File: src/rtl/rnn_ram_loader.sv
// rnn_ram_loader: packs a W,H,U,X,V word stream into five-bank parameter RAM
// writes at consecutive addresses starting from a programmed base address.
module rnn_ram_loader #(
    parameter int ADDR_W  = 9,
    parameter int DATA_W  = 32,
    parameter int RAMSIZE = 512
) (
    input  logic              clk,
    input  logic              reset,
    input  logic              start,
    input  logic [ADDR_W-1:0] base_addr,
    input  logic [ADDR_W:0]   num_entries,
    input  logic              in_valid,
    input  logic [DATA_W-1:0] in_data,
    output logic              in_ready,
    output logic              writeenable,
    output logic [ADDR_W-1:0] writeport,
    output logic [DATA_W-1:0] writeW,
    output logic [DATA_W-1:0] writeH,
    output logic [DATA_W-1:0] writeU,
    output logic [DATA_W-1:0] writeX,
    output logic [DATA_W-1:0] writeV,
    output logic              busy,
    output logic              done,
    output logic              err
);

    typedef enum logic [1:0] {
        S_IDLE,
        S_COLLECT,
        S_WRITE,
        S_DONE
    } state_t;

    localparam logic [ADDR_W:0]   MAX_ENTRIES = (ADDR_W+1)'(RAMSIZE);
    localparam logic [ADDR_W:0]   REM_ONE     = (ADDR_W+1)'(1);
    localparam logic [ADDR_W-1:0] ADDR_ONE    = ADDR_W'(1);

    state_t              state_q;
    logic [ADDR_W-1:0]   addr_q;
    logic [ADDR_W:0]     remaining_q;
    logic [2:0]          field_q;
    // Only W,H,U,X need holding; V is forwarded straight from the fifth word.
    logic [DATA_W-1:0]   hold_q [0:3];

    logic                writeenable_q;
    logic [ADDR_W-1:0]   writeport_q;
    logic [DATA_W-1:0]   writew_q, writeh_q, writeu_q, writex_q, writev_q;
    logic                busy_q, done_q, err_q;

    assign in_ready    = (state_q == S_COLLECT);
    assign writeenable = writeenable_q;
    assign writeport   = writeport_q;
    assign writeW      = writew_q;
    assign writeH      = writeh_q;
    assign writeU      = writeu_q;
    assign writeX      = writex_q;
    assign writeV      = writev_q;
    assign busy        = busy_q;
    assign done        = done_q;
    assign err         = err_q;

    // Load sequencer: collects five words, issues one registered RAM write per entry.
    always_ff @(posedge clk) begin
        if (reset) begin
            state_q       <= S_IDLE;
            addr_q        <= '0;
            remaining_q   <= '0;
            field_q       <= '0;
            for (int i = 0; i < 4; i++) hold_q[i] <= '0;
            writeenable_q <= 1'b0;
            writeport_q   <= '0;
            writew_q      <= '0;
            writeh_q      <= '0;
            writeu_q      <= '0;
            writex_q      <= '0;
            writev_q      <= '0;
            busy_q        <= 1'b0;
            done_q        <= 1'b0;
            err_q         <= 1'b0;
        end else begin
            // Strobes default low so each lasts exactly one cycle.
            writeenable_q <= 1'b0;
            done_q        <= 1'b0;
            err_q         <= 1'b0;
            case (state_q)
                S_IDLE: begin
                    if (start) begin
                        if (num_entries == '0) begin
                            done_q <= 1'b1;
                        end else if (num_entries > MAX_ENTRIES) begin
                            err_q <= 1'b1;
                        end else begin
                            addr_q      <= base_addr;
                            remaining_q <= num_entries;
                            field_q     <= '0;
                            busy_q      <= 1'b1;
                            state_q     <= S_COLLECT;
                        end
                    end
                end
                S_COLLECT: begin
                    // in_ready is high here, so in_valid alone is the handshake.
                    if (in_valid) begin
                        if (field_q == 3'd4) begin
                            writeenable_q <= 1'b1;
                            writeport_q   <= addr_q;
                            writew_q      <= hold_q[0];
                            writeh_q      <= hold_q[1];
                            writeu_q      <= hold_q[2];
                            writex_q      <= hold_q[3];
                            writev_q      <= in_data;
                            field_q       <= '0;
                            state_q       <= S_WRITE;
                        end else begin
                            hold_q[field_q[1:0]] <= in_data;
                            field_q              <= field_q + 3'd1;
                        end
                    end
                end
                S_WRITE: begin
                    // Address wraps naturally at 2^ADDR_W.
                    addr_q      <= addr_q + ADDR_ONE;
                    remaining_q <= remaining_q - REM_ONE;
                    if (remaining_q == REM_ONE) begin
                        done_q  <= 1'b1;
                        busy_q  <= 1'b0;
                        state_q <= S_DONE;
                    end else begin
                        state_q <= S_COLLECT;
                    end
                end
                S_DONE: begin
                    state_q <= S_IDLE;
                end
                default: begin
                    state_q <= S_IDLE;
                end
            endcase
        end
    end

endmodule

File: config.mk
export PLATFORM = sky130hd
export DESIGN_NAME = rnn_ram_loader
export DESIGN_NICKNAME = d
export VERILOG_FILES = /design/src/rtl/rnn_ram_loader.sv
export SDC_FILE = /design/constraint.sdc
export NUM_CORES = 1
export LEC_CHECK = 0
export BUFFER_PORTS_ARGS = -buffer_cell sky130_fd_sc_hd__buf_4
export CORE_MARGIN = 2
export CORE_UTILIZATION = 55
export DETAILED_ROUTE_END_ITERATION = 8
export PLACE_DENSITY = 0.8
export SETUP_SLACK_MARGIN = 0.4
export SLEW_MARGIN = 15
export SYNTH_ARGS = -nofsm -noshare
export SYNTH_HDL_FRONTEND = slang
export SYNTH_SLANG_ARGS = --single-unit
File: constraint.sdc
create_clock -name clk -period 3.3 [get_ports clk]
set_clock_uncertainty 0.1 [all_clocks]
set_input_delay 0 -clock clk [delete_from_list [all_inputs] [get_ports clk]]
set_output_delay 0 -clock clk [all_outputs]
set_load 0.005 [all_outputs]
* Word-level counts from Yosys, hierarchy flattened *
Memories as Yosys holds them, arrays and structs flattened. A register that Yosys moved wholly into a read port is not among the register bits.
Cells that the tools add are included.

word-level totals
  input bits = 55
  bits in writable memories = 128
  memories = 1
  flip-flop bits (word level) = 69
  output and inout port bits = 174
  logic and storage cells = 84

memories
  name    depth  bits a word  rd ports  clocked after memory_dff  write ports  RTL line  RTL
  hold_q  4      32           4         4                         4            44        logic [DATA_W-1:0] hold_q [0:3];

cells by class
  equality and inequality tests = 11
  add/subtract/negate cells = 3
  bitwise logic cells = 4
  order comparisons = 1
  reduce and logical (&&, ||, !) cells = 12
  multiplexer cells = 42

operators by type and width
  kind                                                                    number
  32-bit 2-to-1 mux                                                       1
  32-bit OR reduction                                                     1
  10-bit 2-to-1 mux                                                       3
  9-bit 2-to-1 mux                                                        3
  10-bit one-hot mux with 2 select lines                                  1
  9-bit one-hot mux with 2 select lines                                   1
  1-bit 2-to-1 mux                                                        17
  3-bit 2-to-1 mux                                                        5
  5-bit AND reduction                                                     3
  2-bit 2-to-1 mux                                                        7
  10-bit by 1-bit equality test with 1-bit output, second input constant  1
  10-bit > comparator, second input constant                              1
  10-bit zero test                                                        1
  2-bit != test, second input constant                                    5
  10-bit by 1-bit subtractor with 10-bit output, second input constant    1
  9-bit by 1-bit adder with 9-bit output, second input constant           1
  2-bit one-hot mux with 4 select lines                                   1
  3-bit one-hot mux with 2 select lines                                   1
  2-bit equality test, second input constant                              2
  1-bit inverter                                                          4
  1-bit one-hot mux with 2 select lines                                   2
  4-bit AND reduction                                                     1
  2-bit nonzero test                                                      2
  4-bit OR reduction                                                      1
  7 further kinds                                                         7

* Longest topological paths before layout *
  word-level depth = 8
  depth in mapped cells = 9
  gate-level depth less buffers = 6

* Worst setup path after synthesis *
OpenSTA, ideal clock, no wires.

  path type = register to register
  start = register field_q[0]
  end = memory hold_q[3][0], enable pin
  arrival time = 2.422 ns
  data required time = 2.772 ns
  stages on the path, launching flop included = 6
  setup time = 0.428 ns
  clock period less this slack = 2.950 ns
  slack = 0.350 ns
  cell sequence = dfxtp_1 -> inv_1 -> ha_1 -> nand2_1 -> nand2_1 -> o21bai_1

RTL lines
  what                    RTL line  RTL
  from (decl)             42        logic [2:0] field_q;
  from (signal assigned)  117       field_q <= field_q + 3'd1;
  to (decl)               44

* Final worst setup path *
  start = register state_q[0]
  end = register writev_q[11], in the netlist writeV[11]

on the way
  word-level cells in the longest chain between the ends = 2

RTL lines
  what                                            RTL line  RTL
  from (decl)                                     39        state_t state_q;
  from (signal assigned)                          66        state_q <= S_IDLE;
  from (signal assigned)                          98        state_q <= S_COLLECT;
  from (signal assigned)                          114       state_q <= S_WRITE;
  2-bit by 1-bit equality test with 1-bit output  86        case (state_q)
  3-bit AND reduction (no line)                   n/a
  to (signal assigned)                            112       writev_q <= in_data;
  to (decl)                                       48        logic [DATA_W-1:0] writew_q, writeh_q, writeu_q, writex_q, writev_q;

No other way between the ends.
A chain may end at the register's enable or synchronous reset.

==> results.md <==
* Post-Route WL at 31600 um
* Initial Util at 0.557
* Iter 0 DRT Violations at 636
* Final ANT Viol Nets at 0
* Worst-path clk slew at 0.06 ns
* FILL cells at 1519
* Die Span Y at 152 um
* First-pass GRT wire length at 49200 um
* MaxCap Viol Count at 0
* DRC viols at 0
* Area growth syn-to-layout at 31.0%
* Share of the synthesized area in the top cell type at 0.325
* Synth cell types at 47
* Final number of hold-violating endpoints at 0
* Setup TNS at 0 ns
* Synth async-reset ratio at 0
* P_leak at 6.20 nW
* H-tree levels at 1
* Gpl congestion at 0.809
* Post-route minimum period at 2.77 ns
* Area leader, netlist: dfxtp_1
* Clock share of power at 0.421
* Most frequent cell after synthesis: nand2_1
* P per Cell Area at 507 nW/um2
* Fin nets at 1550
* DR vias at 9693
* Clock latency on the worst-skew pair at 0.54 ns
* Fmax at 361 MHz
* RSZ-0062 raised after global routing: no
* Port Buf Inserts at 228
* Net count after synthesis at 1265
* Overflow after GRT at 0
* Vias in the first global route at 9472
* WS Path Type: reg -> reg
* Tcrit/Tclk final at 0.838
* Status: complete, no violations
* Ys flop type: dfxtp_1
* Critical path, cell by cell: and2b_2, nand4_4, buf_12, nand2_1, a21oi_1, dlygate4sd3_1
* Postcts setup bufs at 0
* P_int at 6.34 mW
* Post-synth top cells: nand2_1, dfxtp_1, a21oi_1
* Largest net degree at the start of global routing at 146
* Sw Share at 0.213
* Slowest CP cell: dlygate4sd3_1
* Row count at 54
* Yosys warns at 0
* Seq/Total Area, Yosys at 0.642
* Vias per inst at 5.40
* CP delay by family, top: buffers and inverters
* Flops & latches, synth at 325
* Net Switching at 1.72 mW
* Die W at 152 um
* Pre-CTS setup slack at 0.715 ns
* Antenna violations before repair at 0
* Average size of a mapped cell at 10.1 um2
* Cells after Synth at 1205
* Combinational share of power at 0.047
* Peak supply drop at 399 uV
* Relative slew slack at 0.490
* Synth area leaders: dfxtp_1, edfxtp_1, nand2_1
* CP max FO at 145
* Gr usage total at 0.258
* Share of layout cells above drive strength 1 at 0.211
* CTS Root Cell: clkbuf_16
* Clock buffer depth at 3
* Area of the core at 21800 um2
* Worst path required time at 3.62 ns
* Clock Sinks at 325
* WL/cell at 17.6 um
* Die area at 23300 um2
* Critical path arrival at 3.09 ns
* CP peak stage delay at 0.59 ns
* 1st-pass router iterations at 5
* Worst Slack Setup Final at 0.533 ns
* DP Wirelength at 18400 um
* Actual slew at the worst max-slew pin at 0.762 ns
* Finish-stage setup viols at 0
* TritonCTS Buffers at 31
* N_diodes at 0
* Sequential power share at 0.533
* CP startpoint kind: register
* Number of synthesized flops with an enable pin at 128
* CTS tree: yes
* CP endpoint kind: register
* Post-Syn Area at 12100 um2
* CP bufs+invs at 2
* Fin. max-slew vios at 0
* I/O pin total at 229
* HP Class: in -> reg
## final cells by class
class,instances,area (um2),area share
inverter,6,22.5,0.00142
clock buffer,43,872,0.0549
multi-input combinational,797,4010,0.252
clock inverter,14,103,0.00646
timing repair buffer,329,2740,0.173
sequential,325,7790,0.490
tap,280,350,0.0221
## state kept, by name, indices dropped and copies added (netlist names), 2 cells and up
| name | count |
|---|---|
| hold_q | 128 |
| writeH | 32 |
| writeU | 32 |
| writeV | 32 |
| writeW | 32 |
| writeX | 32 |
| remaining_q | 10 |
| addr_q | 9 |
| writeport | 9 |
| field_q | 3 |
| state_q | 2 |
## routing by layer
metal  global-route usage  share of wire  vias to the layer above
met4               0.0966          0.032                        0
met2                0.443           0.49                      385
met3               0.0390          0.064                       65
met5                    0              0                        -
met1                0.334           0.41                     4643
li1                     -              -                     4600
## what timing repair did
action,4_1_cts,5_1_grt
hold endpoints to repair,221,0
endpoints found under the setup margin,0,16
hold buffers,84,0
resized for setup,0,4
## final timing paths
check | startpoint | endpoint | slack [ns] | cells past startpoint
max | state_q[0]$_SDFFE_PP0P_ | writeV[11]$_SDFFE_PP0P_ | 0.53 | 6
min | base_addr[4] | addr_q[4]$_SDFFE_PP0P_ | 0.19 | 3
max reg2reg | state_q[0]$_SDFFE_PP0P_ | writeV[11]$_SDFFE_PP0P_ | 0.53 | 6
min reg2reg | writeW[28]$_SDFFE_PP0P_ | writeW[28]$_SDFFE_PP0P_ | 0.35 | 2
## logic make-up after synthesis
logic type               share of synthesized area
XOR/XNOR                                   0.00722
adder cells (fa/ha/maj)                    0.00516
buffers and inverters                       0.0308
AO/OA/AOI/OAI                                0.101
flip-flops                                   0.642
AND/OR/NAND/NOR                              0.212
multiplexers                               0.00186
## power groups by stage
| stage | combinational [mW] | clock, mW | sequential [mW] |
|---|---|---|---|
| 2_1_floorplan | 0.164 | 0 | 4.36 |
| 3_3_place_gp | 0.301 | 0 | 4.37 |
| 3_5_place_dp | 0.306 | 0 | 4.38 |
| 4_1_cts | 0.367 | 3.43 | 4.29 |
| 5_1_grt | 0.404 | 3.61 | 4.30 |
| 6_report | 0.375 | 3.39 | 4.29 |
## worst reg2reg max path, delay by kind of cell (launching register included)
kind	cells	cell delay, ns
and+or+nand+nor	3	1.07
DFF	1	0.51
buffers and inverters	2	0.91
AOI/OAI and AO/OA	1	0.09
## per-stage QoR
stage          cells  hold WS, ns   util  cell area (um2)  power, mW
6_report        1794        0.188  0.730            15900       8.05
3_5_place_dp    1651        0.183  0.645            14000       4.68
3_3_place_gp    1651        0.180  0.645            14000       4.67
5_1_grt         1794        0.192  0.730            15900       8.31
2_1_floorplan   1205       0.0360      -            12100       4.53
4_1_cts         1792        0.165  0.729            15900       8.09
## cells in the final DEF, fill, tap and decap left out, types with 6 or more instances in the layout
cell type and instances:
dlygate4sd3_1 84, xor2_1 6, nor2_1 19, nand2_1 359, a21oi_1 190, o21ai_0 8, o221a_2 9, edfxtp_1 128
buf_4 239, clkinv_2 9, inv_1 6, dfxtp_1 197, and2_1 129, clkbuf_1 8, clkbuf_16 33, nand3_1 9
nand4_1 6
Note: power is estimated with default switching activity, not from simulation.
